[src/rtl/exposure_readout_sequencer.sv]
// Frame sequencer for the pixel array: erase, expose, two-row readout with
// ADC strobes. Holds a button-adjustable exposure time that is sampled at
// frame start. All outputs are registered.
module exposure_readout_sequencer #(
    parameter int EXP_W       = 5,
    parameter int EXP_MIN     = 2,
    parameter int EXP_MAX     = 30,
    parameter int EXP_DEFAULT = 10,
    parameter int ERASE_CYC   = 4,
    parameter int ADC_CYC     = 3
) (
    input  logic             Clk,
    input  logic             Reset,
    input  logic             Init,
    input  logic             Exp_increase,
    input  logic             Exp_decrease,
    output logic             Erase,
    output logic             Expose,
    output logic             NRE_1,
    output logic             NRE_2,
    output logic             ADC,
    output logic [EXP_W-1:0] Exp_time,
    output logic             Busy,
    output logic             Frame_done
);

    // A read phase is ADC_CYC strobe cycles framed by one quiet cycle each side.
    localparam int RD_CYC = ADC_CYC + 2;
    localparam int CW_ER  = $clog2(ERASE_CYC + 1);
    localparam int CW_RD  = $clog2(RD_CYC + 1);
    localparam int CW_A   = (CW_ER > CW_RD) ? CW_ER : CW_RD;
    localparam int CW     = (CW_A > EXP_W) ? CW_A : EXP_W;

    typedef enum logic [2:0] {
        S_IDLE, S_ERASE, S_EXPOSE, S_GAP1, S_READ1, S_GAP2, S_READ2
    } state_t;

    state_t            state, state_n;
    logic [CW-1:0]     cnt, cnt_n;
    logic [EXP_W-1:0]  exp_lat;
    logic [EXP_W-1:0]  exp_time_n;
    logic              inc_q, dec_q;
    logic              inc_rise, dec_rise;
    logic              start;
    logic              erase_n, expose_n, nre1_n, nre2_n, adc_n, busy_n, done_n;

    assign inc_rise = Exp_increase & ~inc_q;
    assign dec_rise = Exp_decrease & ~dec_q;
    assign start    = (state == S_IDLE) && Init;

    // State, phase counter and registered outputs; all advance together.
    always_ff @(posedge Clk or posedge Reset) begin
        if (Reset) begin
            state      <= S_IDLE;
            cnt        <= '0;
            Erase      <= 1'b0;
            Expose     <= 1'b0;
            NRE_1      <= 1'b1;
            NRE_2      <= 1'b1;
            ADC        <= 1'b0;
            Busy       <= 1'b0;
            Frame_done <= 1'b0;
        end else begin
            state      <= state_n;
            cnt        <= cnt_n;
            Erase      <= erase_n;
            Expose     <= expose_n;
            NRE_1      <= nre1_n;
            NRE_2      <= nre2_n;
            ADC        <= adc_n;
            Busy       <= busy_n;
            Frame_done <= done_n;
        end
    end

    // Next state: each phase loads its length-1 and leaves when cnt hits 0.
    always_comb begin
        state_n = state;
        cnt_n   = cnt;
        case (state)
            S_IDLE: begin
                if (Init) begin
                    state_n = S_ERASE;
                    cnt_n   = CW'(ERASE_CYC - 1);
                end
            end
            S_ERASE: begin
                if (cnt == '0) begin
                    state_n = S_EXPOSE;
                    cnt_n   = CW'(exp_lat) - CW'(1);
                end else begin
                    cnt_n = cnt - CW'(1);
                end
            end
            S_EXPOSE: begin
                if (cnt == '0) begin
                    state_n = S_GAP1;
                    cnt_n   = '0;
                end else begin
                    cnt_n = cnt - CW'(1);
                end
            end
            S_GAP1: begin
                state_n = S_READ1;
                cnt_n   = CW'(RD_CYC - 1);
            end
            S_READ1: begin
                if (cnt == '0) begin
                    state_n = S_GAP2;
                    cnt_n   = '0;
                end else begin
                    cnt_n = cnt - CW'(1);
                end
            end
            S_GAP2: begin
                state_n = S_READ2;
                cnt_n   = CW'(RD_CYC - 1);
            end
            S_READ2: begin
                if (cnt == '0) begin
                    state_n = S_IDLE;
                    cnt_n   = '0;
                end else begin
                    cnt_n = cnt - CW'(1);
                end
            end
            default: begin
                state_n = S_IDLE;
                cnt_n   = '0;
            end
        endcase
    end

    // Output decode from the upcoming state so outputs land with the state.
    always_comb begin
        erase_n  = (state_n == S_ERASE);
        expose_n = (state_n == S_EXPOSE);
        nre1_n   = (state_n != S_READ1);
        nre2_n   = (state_n != S_READ2);
        // ADC is quiet on the first (cnt = RD_CYC-1) and last (cnt = 0) read cycle.
        adc_n    = ((state_n == S_READ1) || (state_n == S_READ2)) &&
                   (cnt_n != '0) && (cnt_n != CW'(RD_CYC - 1));
        busy_n   = (state_n != S_IDLE);
        done_n   = (state == S_READ2) && (state_n == S_IDLE);
    end

    // Exposure adjust: rising edges only count in IDLE, simultaneous edges cancel.
    always_comb begin
        exp_time_n = Exp_time;
        if (state == S_IDLE) begin
            if (inc_rise && !dec_rise && (Exp_time < EXP_W'(EXP_MAX)))
                exp_time_n = Exp_time + EXP_W'(1);
            else if (dec_rise && !inc_rise && (Exp_time > EXP_W'(EXP_MIN)))
                exp_time_n = Exp_time - EXP_W'(1);
        end
    end

    // Exposure register, frame-start latch and button edge history.
    // History resets high so a button held through reset release is not a step.
    always_ff @(posedge Clk or posedge Reset) begin
        if (Reset) begin
            Exp_time <= EXP_W'(EXP_DEFAULT);
            exp_lat  <= EXP_W'(EXP_DEFAULT);
            inc_q    <= 1'b1;
            dec_q    <= 1'b1;
        end else begin
            Exp_time <= exp_time_n;
            inc_q    <= Exp_increase;
            dec_q    <= Exp_decrease;
            // Latch the pre-adjust value: a same-cycle edge only affects the next frame.
            if (start)
                exp_lat <= Exp_time;
        end
    end

endmodule

[config.mk]
export PLATFORM = sky130hd
export DESIGN_NAME = exposure_readout_sequencer
export DESIGN_NICKNAME = d
export VERILOG_FILES = /design/src/rtl/exposure_readout_sequencer.sv
export SDC_FILE = /design/constraint.sdc
export NUM_CORES = 1
export LEC_CHECK = 0
export BUFFER_PORTS_ARGS = -buffer_cell sky130_fd_sc_hd__buf_4
export CORE_MARGIN = 4
export CORE_UTILIZATION = 35
export DETAILED_ROUTE_END_ITERATION = 16
export SYNTH_ARGS = -nofsm -noshare
export SYNTH_HDL_FRONTEND = slang
export SYNTH_SLANG_ARGS = --single-unit
[constraint.sdc]
create_clock -name Clk -period 2.4 [get_ports Clk]
set_input_delay 0 -clock Clk [delete_from_list [all_inputs] [get_ports Clk]]
set_output_delay 0 -clock Clk [all_outputs]
set_load 0.02 [all_outputs]
======== Word-level counts from Yosys, hierarchy flattened ========
Cells that the tools add are included.
Widths: inputs -> output; s select.
word-level totals
  output and inout port bits .............. 12
  bits of input ports ..................... 5
  word-level logic and storage cells ...... 68
  flip-flop bits (word level) ............. 27
operators by class
  bitwise logic cells ..................... 4
  mux-type cells .......................... 12
  $add $sub $neg .......................... 4
  reductions and logical operators ........ 20
  eq/ne operators ......................... 13
  $lt $le $gt $ge ......................... 2
operators with widths
  operator             count
  $mux 5               5
  $pmux 3 s7           1
  $pmux 5 s4           1
  $eq 3x3->1 const B   5
  $mux 3               5
  $sub 5x1->5 const B  3
  $eq 3x2->1 const B   3
  $logic_and 1x1->1    8
  $eq 3x1->1 const B   2
  $logic_not 3->1      2
  $ne 3x3->1 const B   2
  $add 5x1->5 const B  1
  $gt 5x2->1 const B   1
  $logic_not 5->1      1
  $lt 5x5->1 const B   1
  $ne 5x3->1 const B   1
  $reduce_bool 5->1    1
  $reduce_bool 3->1    1
  $reduce_or 3->1      1
  $and 1x1->1          2
  $logic_not 1->1      2
  $not 1->1            2
  $reduce_and 2->1     1
  $reduce_bool 2->1    1
  2 further kinds      2

======== Logic depth before layout (Yosys ltp) ========
Gate-level depths: netlist of run 1.
  depth after elaboration ................. 7
  depth in mapped cells ................... 9
  gate-level depth less buffers ........... 9

======== Worst setup path after synthesis of run 1 ========
Ideal clock, no wire load.
  path kind ............................... flip-flop to flip-flop
  start ................................... register Exp_time[1]
  end ..................................... register Exp_time[4]
  cell stages (with the launch flop) ...... 10
  data required time ...................... 2.267 ns
  slack ................................... 0.307 ns
  arrival time ............................ 1.960 ns
  path through ............................ dfstp_2 > nand4_1 > and3_1 > inv_1 > ha_1 > a21o_1 > a21oi_1 > xnor2_1 > nor2_1 > xor2_1
on the way
  word-level cells in the longest chain between the ends .. 4
RTL lines
  element                                   line      RTL
  start: declaration                        22        output logic [EXP_W-1:0] Exp_time,
  start signal: assignment                  162       Exp_time <= EXP_W'(EXP_DEFAULT);
  start signal: assignment                  167       Exp_time <= exp_time_n;
  $lt 5x5->1 or $gt 5x2->1 (tied branches)  151, 153
  $logic_and 1x1->1 (on tied branches)      151, 153
  $reduce_bool 2->1 (no line)               --
  $reduce_and 2->1 (no line)                --
Several ways; a longest one is shown, not always the timed one. The select of a mux whose other input is x is not followed.
A chain may end at the register's enable or synchronous reset.

======== Worst setup path after layout of run 1 ========
  start ................................... register cnt[0]
  end ..................................... register ADC
on the way
  word-level cells in the longest chain between the ends .. 7
RTL lines
  element                                                              line  RTL
  start: declaration                                                   39    logic [CW-1:0] cnt, cnt_n;
  start signal: assignment                                             65    cnt <= cnt_n;
  parallel branches: the longest is 6 deep, another holds $sub 5x1->5  --
  $logic_and 1x1->1 *                                                  142   (cnt_n != '0) && (cnt_n != CW'(RD_CYC - 1));
  named net adc_n                                                      45    logic erase_n, expose_n, nre1_n, nre2_n, adc_n, busy_n, done_n;
  end signal: assignment                                               70    ADC <= adc_n;
  end: declaration                                                     21    output logic ADC,
Mark *: on every way through the listed nets, which the timed path passes.

==> results, run 1 <==
- In this run the horizontal extent of the chip is 73.4 um.
- Entering global routing, the biggest net connects 28 pins.
- Setup violations remaining at the end of the flow were counted as 0.
- The post-synthesis xor/xnor area fraction is 4.67%.
- The clock tree root buffer cell is sky130_fd_sc_hd__clkbuf_8.
- Buffers placed on the I/O ports in this run total 16.
- After detailed routing, the average wire length per cell comes to 13.8 um.
- For the pin with the worst max-slew slack, the measured transition is a little over 0.6 ns.
- The number of different library cells in the post-synthesis netlist is between 40 and 50.
- The congestion estimate from routability-driven global placement came to 0.872.
- The critical register-to-register path endpoint is ADC$_DFF_PP0_.
- The later pin in the worst-skew pair is clocked with a latency of 0.27 ns.
- The summed instance area of the synthesized netlist is 1500 um2.
- The number of design rule violations left after detail routing is 0.
- Across all layers, the routed design uses 1160 vias.
- The fraction of final layout cells sized beyond drive strength 1 is roughly a quarter.
- Dividing the synthesized area by the synthesized cell count gives 9.99 um2.
- The clock passes through at most 2 buffers.
- Setup repair after global routing left no endpoint under its margin.
- After detailed routing, the total wire length is 3.06 mm.
- The simple-gate area share of the yosys netlist is 20.9%.
- Traced cell by cell, the critical path runs through inv_1 -> ha_1 -> or4b_1 -> or2b_2 -> o22ai_1 -> a31oi_1 -> a32oi_1.
- In this run, synthesis inferred 0 flip-flops with an integrated enable.
- The row count is 23.
- The sort of element at the end of the critical path is a flop.
- The fraction of the mapped netlist area in compound gates is 14.4%.
- Yosys printed 0 warnings.
- The portion of the post-synthesis area used by sequential elements is around 46%.
- The die outline area is around 5400 um2.
- After global routing the overflow that remains totals 0.
- The critical path runs through a total of 7 cells.
- The number of pins exceeding their max-slew limit in the final report came to 0.
- The area of the core region is 4060 um2.
- The termination of the worst setup path is ADC$_DFF_PP0_.
- The worst setup path is launched from a flop.
- The number of antenna violations at the first check in global routing was 0.
- The clock tree from TritonCTS is yes.
- The count of cells along the worst register-to-register path is 7.
- The global router's overall resource usage is 12.0%.
- The count of TritonRoute iterations in the first routing pass is 4.
- The setup TNS is 0 ns.
- The share of synthesized registers carrying an async set or reset is between 90% and 100%.
- The total power after layout is 2.48 mW.
- The run finished with clean final reports.
- The startpoint identified for the worst register-to-register timing path is cnt[0]$_DFF_PP0_.
- Broken down by cell family, the worst path's largest delay share belongs to simple AND/OR/NAND/NOR gates.
- Of all nets on the critical path, the largest fanout is 7.
- The via density per instance is 5.25.
- IR analysis of the VDD net gives a maximum drop of 0.669 mV.
- Summed over all nets, the half-perimeter wirelength after detailed placement is 2.26 mm.
- In this run the remaining antenna-violating nets after routing total 0.
- Buffers inserted during clock tree synthesis total 3.
- In this run the register-to-register setup slack is approximately 0.24 ns.
- The count of maximum capacitance violations is 0.
- Synthesis produced 150 cells.
- The post-synthesis share of cell area spent on full adders, half adders and majority gates is 5.51%.
- The smallest clock period supported by the final layout is computed as 2.16 ns.
- The count of boundary I/O pins is 17.
- The power per cell area is 1410 nW/um2.
- From synthesis to final layout, the design area changed by 17.7%.
- The path category of the worst min-delay check is in2async.
- The number of levels the H-tree was split into is 1.
- The synthesis-stage register bit count is 27.
- The antenna cell count is 0.
- The maximum clock frequency is 464 MHz.
- The startpoint of the worst setup timing path is cnt[0]$_DFF_PP0_.
- The first global-routing pass estimated 5.15 mm of wire.
- The final layout contains between 150 and 200 nets.
- For this design, the slowest cell found on the critical path is sky130_fd_sc_hd__or4b_1.
- The setup fix buffers added after clock tree synthesis is 0.
- The final critical-path share of the clock period is 89.8%.
- For this configuration, the core starts out at a cell density of between 30% and 40%.
- The class of the most critical setup path is reg2reg.
- The worst endpoint data arrival time is 2.30 ns.
- The via count of the first global-routing pass came to 1131.
- The total leakage power is 0.787 nW.
- The number of nets in the synthesized netlist is 161.
- The top flip-flop cell by instance count after synthesis is sky130_fd_sc_hd__dfrtp_1.
- The buffering stage count on the worst path with inverters included is 1.
- On the worst path, the slowest cell contributes a delay of 0.59 ns.
- The clock sink count is 27.
- The normalized max-slew margin is 59.3%.
- The detailed router's first-iteration violation count is 84.
- In the layout the commonest cells are sky130_fd_sc_hd__dfrtp_1, sky130_fd_sc_hd__buf_4, sky130_fd_sc_hd__inv_1.
- Measured against the total synthesized area, the mux share comes to 4.34%.
- At the worst endpoint, the required time is 2.54 ns.
- The number of fill cells is 390.
- By area, the combinational part of the netlist is dominated by simple AND/OR/NAND/NOR gates.
- The vertical die dimension is 73.4 um.
- At the end of the flow the core is filled with cells to 43.5%.
- Clock-pin slew was measured on the worst setup and hold paths at 0.09 ns.
- The worst clock skew is 0.000998 ns.
- The final hold violation count is 0.
per-layer routing:
metal / wire length [um] / vias up / global-route usage [%] / share of wire, %
li1: - / 572 / - / -
met1: 1420 / 556 / 15.1 / 46
met2: 1450 / 24 / 20.3 / 47
met3: 130 / 8 / 3.01 / 4.3
met4: 61 / 0 / 3.02 / 2.0
met5: 0 / - / 0 / 0
kinds of logic (layout without fill, tap and decap cells):
kind of cell,count (synthesis),after routing
multiplexers,6,6
adder cells (fa/ha/maj),6,6
flip-flops,27,27
AND/OR/NAND/NOR,53,53
AO/OA/AOI/OAI,33,33
buffers and inverters,17,38
XOR/XNOR,8,8
timing repair:
item | 4_1_cts | 5_1_grt
resized for setup | 0 | 0
endpoints found under the hold margin | 22 | 0
hold buffers | 4 | 0
synthesized netlist by cell type, types with 2 or more instances:
cell type	n	share of area, %
sky130_fd_sc_hd__a21o_1	2	1.0
sky130_fd_sc_hd__mux2i_1	2	1.3
sky130_fd_sc_hd__ha_1	5	4.2
sky130_fd_sc_hd__dfstp_2	8	14
sky130_fd_sc_hd__clkbuf_1	3	0.75
sky130_fd_sc_hd__nand2b_1	5	2.1
sky130_fd_sc_hd__nor2_1	8	2.0
sky130_fd_sc_hd__nor2b_1	4	1.7
sky130_fd_sc_hd__o22ai_1	2	0.83
sky130_fd_sc_hd__nand2_1	10	2.5
sky130_fd_sc_hd__and3_1	2	0.83
sky130_fd_sc_hd__a31oi_1	2	0.83
sky130_fd_sc_hd__xnor2_1	5	2.9
sky130_fd_sc_hd__xor2_1	3	1.8
sky130_fd_sc_hd__dfrtp_1	19	32
sky130_fd_sc_hd__buf_2	2	0.67
sky130_fd_sc_hd__nand4_1	2	0.83
sky130_fd_sc_hd__mux2_2	4	3.0
sky130_fd_sc_hd__a21oi_1	5	1.7
sky130_fd_sc_hd__nor3_1	5	1.7
sky130_fd_sc_hd__o21ai_2	2	1.2
sky130_fd_sc_hd__nand3b_1	2	1.0
sky130_fd_sc_hd__o21ai_0	10	3.3
sky130_fd_sc_hd__nor4b_1	2	1.2
sky130_fd_sc_hd__nand3_1	4	1.3
sky130_fd_sc_hd__inv_1	11	2.8
cell type report:
cell class / instances / area (um2) / share of cell area [%]
flip-flops and latches: 27 / 686 / 38.9
multi-input cells: 106 / 746 / 42.3
clock inverters: 1 / 5.00 / 0.284
clock buffers: 3 / 41.3 / 2.34
inverters: 11 / 41.3 / 2.34
well taps: 50 / 62.6 / 3.55
repair buffers: 23 / 183 / 10.4
metrics by stage:
step | hold WS [ns] | setup slack, ns | std cells | instance area [um2]
finish | 0.341 | 0.244 | 221 | 1760
global route | 0.383 | 0.0752 | 221 | 1760
CTS | 0.345 | 0.238 | 221 | 1760
detailed placement | 0.0870 | 0.258 | 213 | 1680
global placement | 0.0808 | 0.250 | 213 | 1680
floorplan | 0.00448 | 0.307 | 150 | 1500
tightest hold or removal path: stages:
cell	delay (ns)
sky130_fd_sc_hd__dlygate4sd3_1	0.53
sky130_fd_sc_hd__buf_4	0.13
sky130_fd_sc_hd__inv_1	0.04
sky130_fd_sc_hd__buf_4	0.31
power by group:
group	total, mW	internal (mW)	switching [mW]
sequential	0.925	0.667	0.259
clock	0.253	0.116	0.136
combinational	1.30	0.622	0.682
total	2.48	1.40	1.08
how the worst min path moves through the flow:
stage / to / slack, ns / cells past startpoint
3_5_place_dp: Erase$_DFF_PP0_ / 0.09 / 3
5_1_grt: Erase$_DFF_PP0_ / 0.38 / 4
3_3_place_gp: Erase$_DFF_PP0_ / 0.08 / 3
2_1_floorplan: dec_q$_DFF_PP1_ / 0.004 / 0
6_report: state[1]$_DFF_PP0_ / 0.34 / 4
4_1_cts: Erase$_DFF_PP0_ / 0.35 / 4
flip-flops by register name, summed over array words and instances (netlist names):
name        cells
Exp_time        5
cnt             5
exp_lat         5
state           3
ADC             1
Busy            1
Erase           1
Expose          1
Frame_done      1
NRE_1           1
NRE_2           1
dec_q           1
inc_q           1
Note: power is estimated with default switching activity, not from simulation.
==> run 2, diff against run 1 <==
==> constraint.sdc (replaced) <==
create_clock -name Clk -period 2.4 [get_ports Clk]
set_input_delay 0.36 -clock Clk [delete_from_list [all_inputs] [get_ports Clk]]
set_output_delay 0.36 -clock Clk [all_outputs]
set_load 0.02 [all_outputs]
==> run 2 against run 1 <==
- global-route usage up 0.54 points
- sequential share of layout area is 0.93 points higher
- final cell count down 1.8%
- via count increased by 0.95%
- non-clock buffer count down 4
- maximum frequency shrank 2.4%
- hold slack got worse by 0.20 ns
- critical path depth up 2
- combinational power barely moved
- utilization is 1.0 points lower
- critical path type unchanged
- critical endpoint is now Exp_time[4]$_DFFE_PP0P_
==> results, run 2 (same netlist as run 1, synthesis figures left out) <==
- For the worst setup path, the data arrival time is 2.36 ns.
- The die outline area is 5390 um2.
- The worst path in the final design needs a cycle of 2.21 ns, including I/O delays and setup.
- The maximum resistive drop on vdd is 0.743 mV.
- The detailed router's first-iteration violation count is 175.
- The class of the most critical setup path is reg2reg.
- The net count of the finished layout is 179.
- The maximum number of pins on one net before global-route repair is 28.
- The maximum clock path buffer count is 2.
- The worst register-to-register path ends at Exp_time[4]$_DFFE_PP0P_.
- For the pin with the worst max-slew slack, the measured transition is 0.568 ns.
- The sort of element at the start of the critical path is a flop.
- The total leakage power is 0.767 nW.
- The signal on the critical path passes through nand2b_1 -> and3_1 -> inv_1 -> fa_1 -> a21o_1 -> a21oi_1 -> xnor2_1 -> nor2_1 -> xor2_1.
- The final hold violation count was 0.
- The path category of the worst min-delay check is in2async.
- The remaining antenna violation count after routing is 0.
- After global routing the overflow that remains totals 0.
- The number of fill cells is 407.
- In the final routed layout, each cell accounts on average for 14.1 um.
- The floorplan has 23 rows.
- The clock edge transition at the registers on the reported setup and hold paths is roughly 0.09 ns.
- The sort of element at the end of the critical path is a flop.
- The clock latency reported for the late side of the worst-skew pair is 0.27 ns.
- In the routed layout, each cell is associated on average with a via count of approximately 5.4.
- The slowest stage of the critical path is the sky130_fd_sc_hd__dfstp_2 cell.
- The number of pins exceeding their max-slew limit in the final report is 0.
- Global routing used 12.5% of the available tracks across all layers.
- The total area inside the core boundary comes to 4060 um2.
- The growth of design area from synthesis to finish is 14.9%.
- The final route contains 1171 vias.
- The chip width is between 70 and 80 um.
- The total clock buffers created by CTS is 3.
- The via count of the first global-routing pass is 1137.
- The clock sink count is 27.
- The final HPWL from detailed placement is 2.30 mm.
- Setup repair after global routing left no endpoint under its margin.
- The cell sitting at the root of the clock tree is a sky130_fd_sc_hd__clkbuf_8.
- The number of design rule violations left after detail routing is 0.
- The total power after layout is 2.48 mW.
- The number of antenna violations at the first check in global routing is 0.
- In this design, the largest share of critical-path delay is due to flip-flops.
- The vertical die dimension is 73.4 um.
- In this run, post-CTS hold repair placed 0 buffers.
- In the layout the commonest cells are sky130_fd_sc_hd__dfrtp_1, sky130_fd_sc_hd__buf_4, sky130_fd_sc_hd__inv_1.
- For this configuration, the core starts out at a cell density of 36.9%.
- The antenna cell count is 0.
- The pre-antenna-repair detailed-routing pass consisted of 4 iterations.
- The worst register-to-register path has a depth of 9.
- The number of levels the H-tree was split into is 1.
- The worst path uses 92.1% of the clock period.
- The buffering stage count on the worst path with inverters included is 1.
- The largest single stage delay on the critical path is 0.52 ns.
- The run finished with clean final reports.
- The routed design has 3.05 mm of wire.
- The tool flagged a number of max-cap violations equal to 0.
- At the worst endpoint, the required time is about 2.6 ns.
- The first global-routing pass estimated between 5 and 6 mm of wire.
- For the final database, setup skew stands at 0.00733 ns.
- The worst setup slack for register-to-register paths is 0.19 ns.
- At the end of routability-driven placement, the weighted congestion stood at approximately 0.94.
- The maximum fanout along the worst path is 4.
- Static timing analysis puts the maximum clock frequency at 453 MHz.
- The setup TNS is 0 ns.
- The setup fix buffers added after clock tree synthesis is 0.
- The power per cell area is 1440 nW/um2.
- Post-CTS repair changed the size of 0 cells.
- The count of buffers added on input and output ports is 16.
- TritonCTS built the clock tree.
- The count of boundary I/O pins is 17.
- The normalized max-slew margin is 62.1%.
- The worst register-to-register path begins at dec_q$_DFF_PP1_.
- The final number of setup-violating endpoints is 0.
- The fraction of final layout cells sized beyond drive strength 1 is 23.4%.
- In the final layout, the registers with the most flip-flops are Exp_time (5), cnt (5), exp_lat (5).
-- run 2: cell types whose count changed in the layout (fill, tap and decap cells not counted), sizes merged --
cell,change
clkinv,-1
dlygate4sd3,-4
clkbuf,+1
-- run 2: per-layer routing --
metal	wire length, um	vias up	track usage (%)
met4	35	0	2.62
met1	1280	562	15.2
li1	-	565	-
met5	0	-	0
met3	202	4	3.97
met2	1530	40	21.6
-- run 2: worst max-delay path by stage --
stage / from / to / slack (ns) / cells past startpoint
3_5_place_dp: Exp_increase / Exp_time[4]$_DFFE_PP0P_ / 0.17 / 10
2_1_floorplan: Exp_time[1]$_DFFE_PP1P_ / Exp_time[4]$_DFFE_PP0P_ / 0.31 / 9
4_1_cts: dec_q$_DFF_PP1_ / Exp_time[4]$_DFFE_PP0P_ / 0.17 / 9
3_3_place_gp: Exp_increase / Exp_time[4]$_DFFE_PP0P_ / 0.24 / 10
5_1_grt: dec_q$_DFF_PP1_ / Exp_time[4]$_DFFE_PP0P_ / 0.07 / 9
6_report: dec_q$_DFF_PP1_ / Exp_time[4]$_DFFE_PP0P_ / 0.19 / 9
-- run 2: power breakdown --
part           internal [mW]  switching (mW)  leakage, nW
registers              0.667           0.253        0.324
clock network          0.119           0.137       0.0228
logic                  0.619           0.689        0.420
total                   1.40            1.08        0.767
-- run 2: tightest hold or removal path, delay by kind of cell --
family | cells | cell delay, ns
buf+inv | 3 | 0.46
-- run 2: through the flow --
stage               area, um2  util (%)  instances  hold slack, ns  setup WS (ns)
detailed placement       1680      41.4        213           0.451          0.171
finish                   1720      42.5        217           0.139          0.190
global placement         1680      41.4        213           0.437          0.235
floorplan                1500         -        150           0.364          0.307
global route             1720      42.5        217           0.171         0.0668
CTS                      1720      42.5        217           0.148          0.168
-- run 2: area by class of cell --
cell class,instances,area [um2],share of cell area (%)
Timing Repair Buffer,19,143,8.28
Tap cell,50,62.6,3.63
Clock buffer,4,45.0,2.61
Inverter,11,41.3,2.40
Multi-Input combinational cell,106,746,43.3
Sequential cell,27,686,39.8
==> run 3, diff against run 2 <==
Clock period 2.4 ns to 2.3 ns, I/O delays scaled along.
==> run 3 against run 2 <==
- critical path type unchanged
- non-clock buffer count is the same
- clock power up 7%
- sequential power grew 4.8%
- largest cell class unchanged
==> results, run 3 (same netlist as run 1, synthesis figures left out) <==
- The power per cell area is roughly 1500 nW/um2.
- Setup repair after global routing left no endpoint under its margin.
- Fill cells in the final layout number roughly 400.
- Routability-driven placement finished with a final weighted congestion of 0.935.
- Along the worst path, the maximum fanout reaches 4.
- Measured on the finished design, the core utilization comes to 42.7%.
- The post-placement worst setup slack is 0.0975 ns.
- The critical path goes through nand2b_1 -> and3_4 -> inv_1 -> fa_1 -> a21o_1 -> a21oi_1 -> xnor2_1 -> nor2_1 -> xor2_1.
- The most congested layer reported by global routing is met2.
- The sequential power share is 37.0%.
- Internal power comes to 1.47 mW.
- Of the total power, combinational logic draws 52.5%.
- In the final layout, the registers with the most flip-flops are Exp_time (5), cnt (5), exp_lat (5).
- For this run, the detailed router's first-pass iteration total came to 4.
- The via count of the first global-routing pass is 1104.
- The floorplan step set the die width to 73.4 um.
- The sort of element at the start of the critical path is a flop.
- The final critical path time including I/O delays and setup is 2.15 ns.
- For this design the top-level I/O count stands at 17.
- The class of the most critical setup path is reg2reg.
- The setup slack of the critical path after layout is between 0.1 and 0.15 ns.
- The clock edge transition at the registers on the reported setup and hold paths is 0.09 ns.
- Relative to the synthesized area, the layout overhead comes to 15.5%.
- The number of design rule violations left after detail routing is 0.
- The floorplan step set the die height to ~73 um.
- The detailed router placed 1146 vias in this run.
- Summed over all layers, the routed wires come to approximately 3 mm.
- The final cell count without fillers is 217.
- The total clock buffers created by CTS is 3.
- In the final timing run, aggregate negative setup slack is 0 ns.
- Net switching is 43.4% of the power.
- The maximum resistive drop on vdd is 0.690 mV.
- Row generation in the floorplan step produced 23 rows.
- The maximum number of pins on one net before global-route repair is 28.
- For this run, global-route usage on met3 was measured as 3.28%.
- The number of pins exceeding their max-slew limit in the final report came to 0.
- The final hold violation count is 0.
- Summed over all nets, the half-perimeter wirelength after detailed placement is 2.26 mm.
- For the worst-skew pair, the clock arrives at the later sink with an insertion delay of about 0.28 ns.
- The flow ran to the end, and the final reports show no timing, DRC or antenna violations.
- On the critical path, the stage with the largest delay is an instance of sky130_fd_sc_hd__dfstp_2.
- The number of antenna violations at the first check in global routing is 0.
- For met2 alone, demand over resource in global routing was 20.8%.
- The via density per instance is 5.28.
- The routed length per placed instance is 13.9 um.
- The met1 usage in global routing is 15.0%.
- CTS built an H-tree with a depth of 1.
- The global router's overall resource usage is 12.1%.
- The total overflow reported by the global router is 0.
- The die covers 5390 um2.
- Setup violations remaining at the end of the flow were counted as 0.
- The total leakage power is 0.768 nW.
- The clock sink count is 27.
- The antenna cell count is 0.
- The post-cts gate resize count is 0.
- The delay of the slowest critical-path stage is about 0.52 ns.
- The count of maximum capacitance violations is 0.
- The part of the power in the clock network is 10.5%.
- For this configuration, the core starts out at a cell density of 36.9%.
- After the first detailed-routing iteration, the DRC count stood at 104.
- For this run, the top clock speed supported by timing is ~460 MHz.
- The count of nets left with antenna violations once routing finished came out at 0.
- The worst pin sits at a relative slew slack of 62.8%.
- The path category of the worst min-delay check is in2async.
- The post-placement cell count is 213.
- The worst endpoint data arrival time is 2.32 ns.
- The setup fix buffers added after clock tree synthesis is 0.
- The data required time of the critical path is 2.46 ns.
- The sort of element at the end of the critical path is a flop.
- The worst-margin pin slew is 0.559 ns.
- The clock tree from TritonCTS is yes.
- The post-route netlist has 24.6% of its cells at a drive strength greater than 1.
- Final hold analysis gives a worst-case slack of 0.115 ns.
- The reported net switching power is 1.13 mW.
- At the end of the flow, the number of nets in the layout was around 180.
- The quantity of hold-fixing buffers added after cts is 0.
- The number of buffers added on ports is 16.
- Across the routed clock network, the largest skew measured is around 0.0075 ns.
- The clock passes through at most 2 buffers.
- The final critical-path share of the clock period is 93.7%.
- Leaving out fill and tap cells, the most frequent cells in the layout are sky130_fd_sc_hd__dfrtp_1, sky130_fd_sc_hd__buf_4, sky130_fd_sc_hd__inv_1.
- The area of the core region is 4060 um2.
- CTS placed an instance of sky130_fd_sc_hd__clkbuf_8 at the clock tree root.
- The first-pass GRT wire length is 5.04 mm.
## run 3: routing by layer
layer | wire [um] | part of all wire [%]
met5 | 0 | 0
met3 | 144 | 4.8
met2 | 1510 | 50
met4 | 35 | 1.2
met1 | 1320 | 44
## run 3: final timing paths
path                                        start                       to  slack, ns  cells after the start
max                               dec_q$_DFF_PP1_  Exp_time[4]$_DFFE_PP0P_       0.15                      9
min                                         Reset         Expose$_DFF_PP0_       0.11                      3
max reg2reg                       dec_q$_DFF_PP1_  Exp_time[4]$_DFFE_PP0P_       0.15                      9
min reg2reg                exp_lat[1]$_DFFE_PP1P_   exp_lat[1]$_DFFE_PP1P_       0.52                      2
max in group asynchronous                   Reset  Exp_time[1]$_DFFE_PP1P_       1.88                      3
min in group Clk                     Exp_increase          inc_q$_DFF_PP1_       0.18                      1
## run 3: cell type report
class	instances	area, um2	area share [%]
timing repair buffer	19	143	8.24
multi-input combinational	106	754	43.6
inverter	11	41.3	2.38
sequential	27	686	39.6
clock buffer	4	45.0	2.60
tap	50	62.6	3.61
## run 3: critical path: cells and delay by family, from the launching register on
family,cells,cell delay (ns)
AND/OR/NAND/NOR,3,0.38
AO/OA/AOI/OAI,2,0.35
buffers and inverters,1,0.09
adder cells (fa/ha/maj),1,0.41
XOR/XNOR,2,0.28
flip-flops,1,0.52
## run 3: metrics by stage
step | power, mW | area [um2]
3_3_place_gp | 2.29 | 1680
2_1_floorplan | 1.93 | 1500
3_5_place_dp | 2.33 | 1680
6_report | 2.60 | 1730
4_1_cts | 2.61 | 1720
5_1_grt | 2.80 | 1730
## run 3: power by group through the flow
stage	Combinational (mW)	Clock (mW)	Sequential (mW)
finish	1.37	0.273	0.963
global route	1.51	0.296	1.00
CTS	1.37	0.280	0.960
detailed placement	1.36	0	0.969
global placement	1.32	0	0.964
floorplan	0.968	0	0.960
